[config.mk]
export PLATFORM = sky130hd
export DESIGN_NAME = mux_arb_n_flat
export DESIGN_NICKNAME = d
export VERILOG_FILES = /design/src/rtl/mux_arb_n_if.sv /design/src/rtl/mux_arb_n.sv /design/src/flat_wrapper.sv
export SDC_FILE = /design/constraint.sdc
export NUM_CORES = 1
export LEC_CHECK = 0
export ABC_AREA = 1
export BUFFER_PORTS_ARGS = -buffer_cell sky130_fd_sc_hd__buf_2
export CAP_MARGIN = 20
export CORE_UTILIZATION = 44
export DETAILED_ROUTE_END_ITERATION = 10
export GPL_ROUTABILITY_DRIVEN = 0
export PLACE_DENSITY_LB_ADDON = 0.25
export SYNTH_ARGS = -nofsm -noshare
export SYNTH_HDL_FRONTEND = slang
export SYNTH_SLANG_ARGS = --single-unit
export TNS_END_PERCENT = 5
[constraint.sdc]
create_clock -name clk -period 3.15 [get_ports clk]
set_input_delay 0.4725 -clock clk [delete_from_list [all_inputs] [get_ports clk]]
set_output_delay 0.4725 -clock clk [all_outputs]
set_load 0.02 [all_outputs]
[src/rtl/mux_arb_n_if.sv]
// Handshake bundle for mux_arb_n: N producer channels in, one registered
// output channel with its source tag. The master side drives stimulus and
// consumes the output; the slave side is the selector itself.
interface mux_arb_n_if #(
  parameter int WIDTH = 32,
  parameter int N     = 4,
  parameter int SELW  = 2
);
  logic [1:0]         mode;
  logic [SELW-1:0]    sel;
  logic [N*WIDTH-1:0] in_data;
  logic [N-1:0]       in_valid;
  logic [N-1:0]       in_ready;
  logic [WIDTH-1:0]   out_data;
  logic [SELW-1:0]    out_src;
  logic               out_valid;
  logic               out_ready;

  modport master (
    output mode, sel, in_data, in_valid, out_ready,
    input  in_ready, out_data, out_src, out_valid
  );

  modport slave (
    input  mode, sel, in_data, in_valid, out_ready,
    output in_ready, out_data, out_src, out_valid
  );
endinterface

[src/rtl/mux_arb_n.sv]
// N-channel registered selector with valid/ready handshakes.
// Per cycle one producer is granted by explicit select, fixed priority
// (lowest index wins) or round-robin; the granted word and its channel
// index land in a single-entry output register. A new word is accepted
// whenever the register is empty or being drained in the same cycle.
module mux_arb_n #(
  parameter int WIDTH = 32,
  parameter int N     = 4,
  parameter int SELW  = 2
) (
  input  logic        clk,
  input  logic        rst_n,
  mux_arb_n_if.slave  bus
);

  localparam logic [SELW-1:0] LAST_IDX = SELW'(N - 1);
  localparam logic [SELW:0]   N_EXT    = (SELW + 1)'(N);
  localparam logic [1:0]      MODE_SEL = 2'd0;
  localparam logic [1:0]      MODE_RR  = 2'd2;

  // Output register stage
  logic [WIDTH-1:0] data_p1;
  logic [SELW-1:0]  src_p1;
  logic             vld_p1;

  // Round-robin search start pointer, always in 0..N-1
  logic [SELW-1:0]  rr;

  logic             load;
  logic [N-1:0]     gnt;
  logic             gnt_any;
  logic [SELW-1:0]  gnt_idx;
  logic [WIDTH-1:0] gnt_data;
  logic [SELW:0]    cand;
  logic [SELW-1:0]  rr_next;

  // The register can take a word when empty or when its word leaves now.
  assign load = !vld_p1 || bus.out_ready;

  // Grant decision: pick at most one channel; nothing while held or in reset.
  always_comb begin
    gnt      = '0;
    gnt_any  = 1'b0;
    gnt_idx  = '0;
    gnt_data = '0;
    cand     = '0;
    if (rst_n && load) begin
      case (bus.mode)
        MODE_SEL: begin
          // Only the addressed channel may win; an index >= N matches nothing.
          for (int i = 0; i < N; i++) begin
            if (!gnt_any && bus.sel == SELW'(i) && bus.in_valid[i]) begin
              gnt_any = 1'b1;
              gnt_idx = SELW'(i);
            end
          end
        end
        MODE_RR: begin
          // Walk N positions from rr, wrapping explicitly so non-power-of-two
          // N never visits an index beyond N-1.
          for (int k = 0; k < N; k++) begin
            cand = {1'b0, rr} + (SELW + 1)'(k);
            if (cand >= N_EXT) begin
              cand = cand - N_EXT;
            end
            for (int i = 0; i < N; i++) begin
              if (!gnt_any && cand == (SELW + 1)'(i) && bus.in_valid[i]) begin
                gnt_any = 1'b1;
                gnt_idx = SELW'(i);
              end
            end
          end
        end
        default: begin
          // Fixed priority (modes 1 and 3): lowest valid index.
          for (int i = 0; i < N; i++) begin
            if (!gnt_any && bus.in_valid[i]) begin
              gnt_any = 1'b1;
              gnt_idx = SELW'(i);
            end
          end
        end
      endcase
      // Expand the winning index to the one-hot ready and steer its data.
      for (int i = 0; i < N; i++) begin
        if (gnt_any && gnt_idx == SELW'(i)) begin
          gnt[i]   = 1'b1;
          gnt_data = bus.in_data[i*WIDTH +: WIDTH];
        end
      end
    end
  end

  // Pointer moves just past the winner, wrapping from N-1 back to 0.
  assign rr_next = (gnt_idx == LAST_IDX) ? '0 : gnt_idx + 1'b1;

  // Stage p0 -> p1: capture the granted word, drain when nothing replaces it.
  always_ff @(posedge clk or negedge rst_n) begin
    if (!rst_n) begin
      vld_p1  <= 1'b0;
      data_p1 <= '0;
      src_p1  <= '0;
      rr      <= '0;
    end else begin
      if (gnt_any) begin
        data_p1 <= gnt_data;
        src_p1  <= gnt_idx;
        vld_p1  <= 1'b1;
      end else if (load) begin
        vld_p1  <= 1'b0;
      end
      if (bus.mode == MODE_RR && gnt_any) begin
        rr <= rr_next;
      end
    end
  end

  assign bus.in_ready  = gnt;
  assign bus.out_data  = data_p1;
  assign bus.out_src   = src_p1;
  assign bus.out_valid = vld_p1;

endmodule

[src/flat_wrapper.sv]
// flat-port wrapper written by rule: the top's interface ports become plain ports
module mux_arb_n_flat 
#(
  parameter int WIDTH = 32,
  parameter int N     = 4,
  parameter int SELW  = 2
)
  (clk, rst_n, bus_mode, bus_sel, bus_in_data, bus_in_valid, bus_out_ready, bus_in_ready, bus_out_data, bus_out_src, bus_out_valid);
  mux_arb_n_if #(.WIDTH(WIDTH), .N(N), .SELW(SELW)) bus_i ();
  input  logic clk;
  input  logic rst_n;
  input wire logic [$bits(bus_i.mode)-1:0] bus_mode;
  input wire logic [$bits(bus_i.sel)-1:0] bus_sel;
  input wire logic [$bits(bus_i.in_data)-1:0] bus_in_data;
  input wire logic [$bits(bus_i.in_valid)-1:0] bus_in_valid;
  input wire logic [$bits(bus_i.out_ready)-1:0] bus_out_ready;
  output wire logic [$bits(bus_i.in_ready)-1:0] bus_in_ready;
  output wire logic [$bits(bus_i.out_data)-1:0] bus_out_data;
  output wire logic [$bits(bus_i.out_src)-1:0] bus_out_src;
  output wire logic [$bits(bus_i.out_valid)-1:0] bus_out_valid;
  assign bus_i.mode = bus_mode;
  assign bus_i.sel = bus_sel;
  assign bus_i.in_data = bus_in_data;
  assign bus_i.in_valid = bus_in_valid;
  assign bus_i.out_ready = bus_out_ready;
  assign bus_in_ready = bus_i.in_ready;
  assign bus_out_data = bus_i.out_data;
  assign bus_out_src = bus_i.out_src;
  assign bus_out_valid = bus_i.out_valid;
  mux_arb_n #(.WIDTH(WIDTH), .N(N), .SELW(SELW)) u_core (.clk(clk), .rst_n(rst_n), .bus(bus_i));
endmodule
==> impl_results.md, run 1 <==
* Worst Hold Class: input pin to asynchronous set/reset pin
* Slowest CP cell: dfrtp_2
* Most frequent CP cell: nand2_1
* Minimum clock period at ~3 ns
* Post-DP HPWL at 7016 um
* Clk Latency, worst-skew pair at 0.28 ns
* Max cap viols at 0
* Highest metal used: met4
* Largest net degree at the start of global routing at 38
* Met2 wire length at 4648 um
* Maximum achievable frequency at 0.3397 GHz
* Post-CTS Hold Fix Bufs at 0
* Yosys cell types at 27
* Pre-Repair DR Iteration Count at 4
* Reg-to-Reg Start: u_core.rr[1]
* M1 wire length at 4148 um
* Vias at approximately 3,700
* Residual DRC count at 0
* Htree depth at 2
* Slew @ Worst Pin at roughly 0.8 ns
* Bufs on Longest Clock Path at 2
* Number of global-route vias before repair at between 3,000 and 4,000
* Register clock-pin slew on the reported worst setup and hold paths at 0.07 ns
* Final setup violation count at 0
* EDFF count, synth at 0
* Synthesis warning total at 0
* Pwr Density at between 500 and 600 nW/um^2
* Delay of the slowest critical-path stage at around 0.47 ns
* RSZ-0062 raised after global routing: true
* Seq cells post-synth at 37
* Crit path capture type: output port
* Initial antenna violation count at 0
* FF-to-FF End: u_core.bus.out_data[20]
* Req. time, crit path at 2.68 ns
* Syn_nets at 615
* Initial Util at around 46%
* Final nets at between 700 and 800
* Pleak at ~2.4 nW
* Met3 wire length at ~700 um
* First-pass GRT wire length at about 16,000 um
* Post-Synthesis Cells at 476
* R2R depth at 19
* Inst Count DP at 712
* Final hold slack at 0.2575 ns
* Worst vdd ir at around 0.30 mV
* Cell row count at 29
* Worst Path Arrival at roughly 2.5 ns
* Critical Path, Cell by Cell: nor2_2 > nand2_1 > nand4_1 > nor2_1 > nor3_1 > nand2_1 > nor2_1 > nand2_1 > inv_1 > nand2_1 > nand2_1 > nand2_4 > buf_6 > nor3_2 > buf_4
* Async set or reset register ratio after synthesis at 100.0%
* Synth Flop Type: dfrtp_1
* 1st-iter DRT viols at about 190
* CTS sink count at 37
* Max transition margin at between 40% and 50%
* Area grow syn2layout at 35.23%
* Part of the cycle the worst path needs at a little over 90%
* Startpoint type of the worst setup path: register
* WS Path Type: register to output port
* TritonCTS Buffers at 5
* Layout cells sized above 1 at roughly 33%
* I/O pin total at 178
* Clk_skew at 0.003674 ns
* Max Slew Vio Count at 0
* Final hold vios at 0
* WL final at 9683 um
* Port bufs at approximately 180
* Wire per inst at ~13 um
* Synthesized area at just under 3000 um^2
* GRT overflow at 0
* Synthesized area per cell at 6.140 um^2
* Largest cells by area after synthesis: dfrtp_1 32%, nand2_1 20%, nand3_1 13%
* Run status: finished clean
* Clk root buf: clkbuf_8
* Synth top cells by count: 157 x nand2_1, 74 x nand3_1, 54 x inv_1
* Core area at 6386 um^2
* Yosys top cell area share at a little under a third
* # fillers at around 680
* Worst setup path endpoint: bus_in_ready[0]
* Antenna-violating nets left at 0
* Antenna Cells at 0
* Die Span Y at about 84 um
* Final std cells w/o fill at about 720
* Die Wd at approximately 84 um
* Cell with the most instances after synthesis: nand2_1
* Register area share after synthesis at between 30% and 40%
* Cell taking the most area after synthesis: dfrtp_1
* R2r setup slk at 0.34 ns
* Total track usage at roughly 28%
* Fin Setup TNS at 0 ns
* Worst Setup SP: u_core.rr[0]
* CP max FO at 17
* Die area at 6972 um^2
* Via/cell ratio at around 5.2
* TritonCTS clock tree: done
==> logic make-up (layout without fill, tap and decap cells) <==
group	Yosys count	count (layout)	share of synthesized area, %
AO/OA/AOI/OAI	81	81	14.38
buffers and inverters	85	254	13.53
flip-flops	37	37	31.68
AND/OR/NAND/NOR	273	273	40.41
==> flip-flops by register name, indices dropped and copies added, names as in the netlist <==
name,flops
u_core.bus.out_valid,1
u_core.rr,2
u_core.bus.out_src,2
u_core.bus.out_data,32
==> metal layers <==
layer | up-vias | track usage, %
li1 | 1870 | -
met1 | 1689 | 32.72
met2 | 153 | 51.19
met3 | 16 | 6.133
met4 | 0 | 8.475
met5 | - | 0
==> repair_timing <==
item | in CTS | in global routing
setup buffers | 0 | 1
pin swaps | 0 | 3
endpoints found under the setup margin | 1 | 35
gates resized for setup | 1 | 11
==> worst max-delay path, delay by kind of cell, from the launching register on <==
family                 cells  cell delay [ns]
buffers and inverters      3             0.41
AND/OR/NAND/NOR           12             1.30
flip-flops                 1             0.47
==> worst min path at each step <==
stage                                         end  slack, ns  depth (start not counted)
final                     u_core.bus.out_data[25]       0.26                          2
after global routing      u_core.bus.out_data[21]       0.30                          2
after CTS                 u_core.bus.out_data[23]       0.27                          2
after detailed placement  u_core.bus.out_data[23]       0.46                          2
after global placement    u_core.bus.out_data[27]       0.46                          2
after floorplan            u_core.bus.out_data[0]       0.18                          0
==> layout make-up <==
type                            count  area (um^2)  share of cell area [%]
Multi-Input combinational cell    354         1627                   41.15
Inverter                           57        214.0                   5.413
Timing Repair Buffer              189         1005                   25.42
Tap cell                           77        96.34                   2.437
Clock inverter                      2        10.01                  0.2532
Sequential cell                    37        928.4                   23.49
Clock buffer                        6        72.57                   1.836
==> cells in the final DEF (no fill, tap or decap), drive strengths merged <==
cell type,instances
a21oi,6
a221o,1
a31oi,1
buf,189
clkbuf,6
clkinv,3
dfrtp,37
inv,56
nand2,160
nand3,74
nand4,6
nor2,27
nor3,6
o211ai,1
o21ai,71
o31ai,1
==> power by group <==
| part | switching, mW | internal [mW] | leakage [nW] |
|---|---|---|---|
| sequential | 0.0914 | 0.618 | 0.467 |
| clock | 0.162 | 0.153 | 0.0450 |
| combinational | 0.737 | 0.405 | 1.90 |
| total | 0.990 | 1.18 | 2.42 |
==> metrics by stage <==
step | power, mW | setup slack [ns] | area, um^2 | utilization, %
floorplan | 1.470 | 0.3997 | 2923 | -
global placement | 1.801 | 0.2444 | 3799 | 59.48
detailed placement | 1.829 | 0.2364 | 3799 | 59.48
CTS | 2.157 | 0.02942 | 3886 | 60.85
global route | 2.342 | -0.03129 | 3953 | 61.89
finish | 2.166 | 0.2064 | 3953 | 61.89
Power figures use the tool's default switching activity.
==> run 2, diff against run 1 <==
CORE_UTILIZATION = 33   (was 44)
==> impl_results.md, run 2 (synthesized netlist as in run 1, its figures left out) <==
* Run status: finished clean
* Max Slew Vio Count at 0 (unchanged)
* Pwr Density at 545.5 nW/um^2 (-0.47%)
* WL final at 9845 um (+1.7%)
* Startpoint type of the worst setup path: register
* Clk root buf: clkbuf_8
* Total track usage at 20.72% (-7.3 points)
* Most frequent cells in the layout: 174 x buf_2, 156 x nand2_1, 72 x nand3_1
* Final core utilization at 48.95% (-13 points)
* Clk Latency, worst-skew pair at 0.29 ns (about the same)
* Initial antenna violation count at 0 (unchanged)
* Post-CTS Hold Fix Bufs at 0 (unchanged)
* Cell row count at 33 (+14%)
* Max cap viols at 0 (unchanged)
* Core area at 8382 um^2 (+31%)
* Port bufs at 177 (unchanged)
* Slew @ Worst Pin at 0.6421 ns (-0.1359 ns)
* CTS sink count at 37 (unchanged)
* Largest net degree at the start of global routing at 38 (unchanged)
* Worst Hold Class: input pin to asynchronous set/reset pin
* Register clock-pin slew on the reported worst setup and hold paths at 0.07 ns (about the same)
* RSZ-0062 raised after global routing: true
* Pre-Repair DR Iteration Count at 5 (+1)
* Vias at 3,635 (-2.5%)
* TritonCTS Buffers at 5 (unchanged)
* Gate power share at 53.0% (+0.3 points)
* Pleak at 2.454 nW (+1.6%)
* Int Pwr at 1.231 mW (+4.7%)
* Max FFs per register at 32 (unchanged)
* Commonest non-fill, non-tap cell in the layout: buf_2
* Switch share at 45.01% (-0.71 points)
* Post-DP HPWL at 7617 um (+8.6%)
* Initial Util at 34.87% (-11 points)
* WS Path Type: register to output port
* Die Wd at 96.11 um (+15%)
* Reg-to-Reg Start: u_core.rr[1]
* Wire per inst at 13.02 um (-2.9%)
* Final hold vios at 0 (unchanged)
* Final worst-path setup slack at 0.1478 ns (-0.05865 ns)
* 1st-iter DRT viols at 122 (-35%)
* Residual DRC count at 0 (unchanged)
* Die Span Y at 96.11 um (+15%)
* Layout cells sized above 1 at 34.25% (+1.1 points)
* Inst Count DP at 743 (+4.4%)
* Clk_skew at 0.005575 ns (+0.001901 ns)
* GRT overflow at 0 (unchanged)
* Antenna-violating nets left at 0 (unchanged)
* Minimum clock period at 3.002 ns (+0.05865 ns)
* Htree depth at 2 (unchanged)
* Via/cell ratio at 4.808 (-6.9%)
* Number of global-route vias before repair at 3,220 (-10%)
* Maximum achievable frequency at 0.3331 GHz (-2.0%)
* Bufs on Longest Clock Path at 2 (unchanged)
* Part of the cycle the worst path needs at 95.31% (+1.9 points)
* Antenna Cells at 0 (unchanged)
* Crit path capture type: output port
* Final setup violation count at 0 (unchanged)
* First-pass GRT wire length at 14,790 um (-7.2%)
* Worst Setup SP: u_core.rr[0]
* Area grow syn2layout at 40.37%
* Worst Path Arrival at 2.53 ns (+0.06 ns)
* Final std cells w/o fill at 756 (+4.7%)
* Final nets at 790 (+0.89%)
* Post-place setup slack at 0.1871 ns (-0.04928 ns)
* Power Total at 2.238 mW (+3.3%)
* Req. time, crit path at 2.68 ns (about the same)
* Clock share of power at 15.2% (+0.7 points)
* Switching pwr at 1.007 mW (+1.7%)
* Worst vdd ir at 0.2678 mV (-12%)
* I/O pin total at 178 (unchanged)
* R2r setup slk at 0.27 ns (-0.07 ns)
* TritonCTS clock tree: done
* Die area at 9237 um^2 (+32%)
* CP max FO at 20 (+3)
* Max transition margin at 57.15% (+9.1 points)
* Seq pwr share at 31.8% (-0.9 points)
==> run 2: cell count changes in the layout (fill, tap and decap cells not counted), sizes merged <==
cell,change
buf,+7
clkinv,-2
clkbuf,+1
==> run 2: layer usage <==
layer | vias up | track usage, % | share of wire, %
li1 | 1882 | - | -
met3 | 4 | 4.107 | 8.6
met1 | 1596 | 25.21 | 43
met2 | 153 | 37.94 | 48
met5 | - | 0 | 0
met4 | 0 | 3.483 | 0.35
==> run 2: power by group through the flow <==
| stage | clock (mW) | combinational (mW) | sequential (mW) |
|---|---|---|---|
| 6_report | 0.341 | 1.19 | 0.712 |
| 5_1_grt | 0.376 | 1.32 | 0.728 |
| 4_1_cts | 0.357 | 1.14 | 0.706 |
| 3_3_place_gp | 0 | 1.12 | 0.712 |
| 2_1_floorplan | 0 | 0.603 | 0.868 |
| 3_5_place_dp | 0 | 1.13 | 0.714 |
==> run 2: worst paths after layout <==
kind | endpoint | cells past startpoint
worst max-delay path | bus_in_ready[1] | 18
worst min-delay path | u_core.bus.out_src[1] | 2
worst max register to register | u_core.bus.out_data[30] | 22
worst min register to register | u_core.bus.out_data[19] | 2
max in group asynchronous | u_core.rr[0] | 2
min in group clk | u_core.bus.out_valid | 2
==> run 2: timing repair <==
action,4_1_cts,5_1_grt
pin swaps,0,4
buffers inserted,0,6
endpoints found under the setup margin,1,4
resized for setup,1,25
==> run 2: per-stage QoR <==
stage / TNS (ns) / hold slack (ns) / cell area, um^2
final: 0 / 0.2473 / 4103
after global routing: -0.08376 / 0.2765 / 4103
after CTS: 0 / 0.2576 / 3960
after detailed placement: 0 / 0.4612 / 3869
after global placement: 0 / 0.4609 / 3869
after floorplan: 0 / 0.1769 / 2923
==> run 2: area by class of cell <==
type | instances | area [um^2]
tap | 105 | 131.4
multi-input combinational | 354 | 1670
fill | 875 | 4279
timing repair buffer | 196 | 1072
sequential | 37 | 928.4
clock buffer | 7 | 86.33
inverter | 57 | 214.0
==> run 2: worst max-delay path, cell delays in order, from the launching register on <==
cell and delay [ns]:
dfrtp_2 0.49, inv_1 0.08, nand2_1 0.11, nand3_1 0.07, nand2_1 0.11, nor2_2 0.05
nand2_1 0.06, nor2_1 0.04, nor3_1 0.20, o21ai_1 0.09, nor2_1 0.12, nand2_1 0.06
inv_1 0.04, nand2_1 0.06, nand2_1 0.10, nand2_4 0.09, buf_12 0.17, a21oi_4 0.15
buf_6 0.14
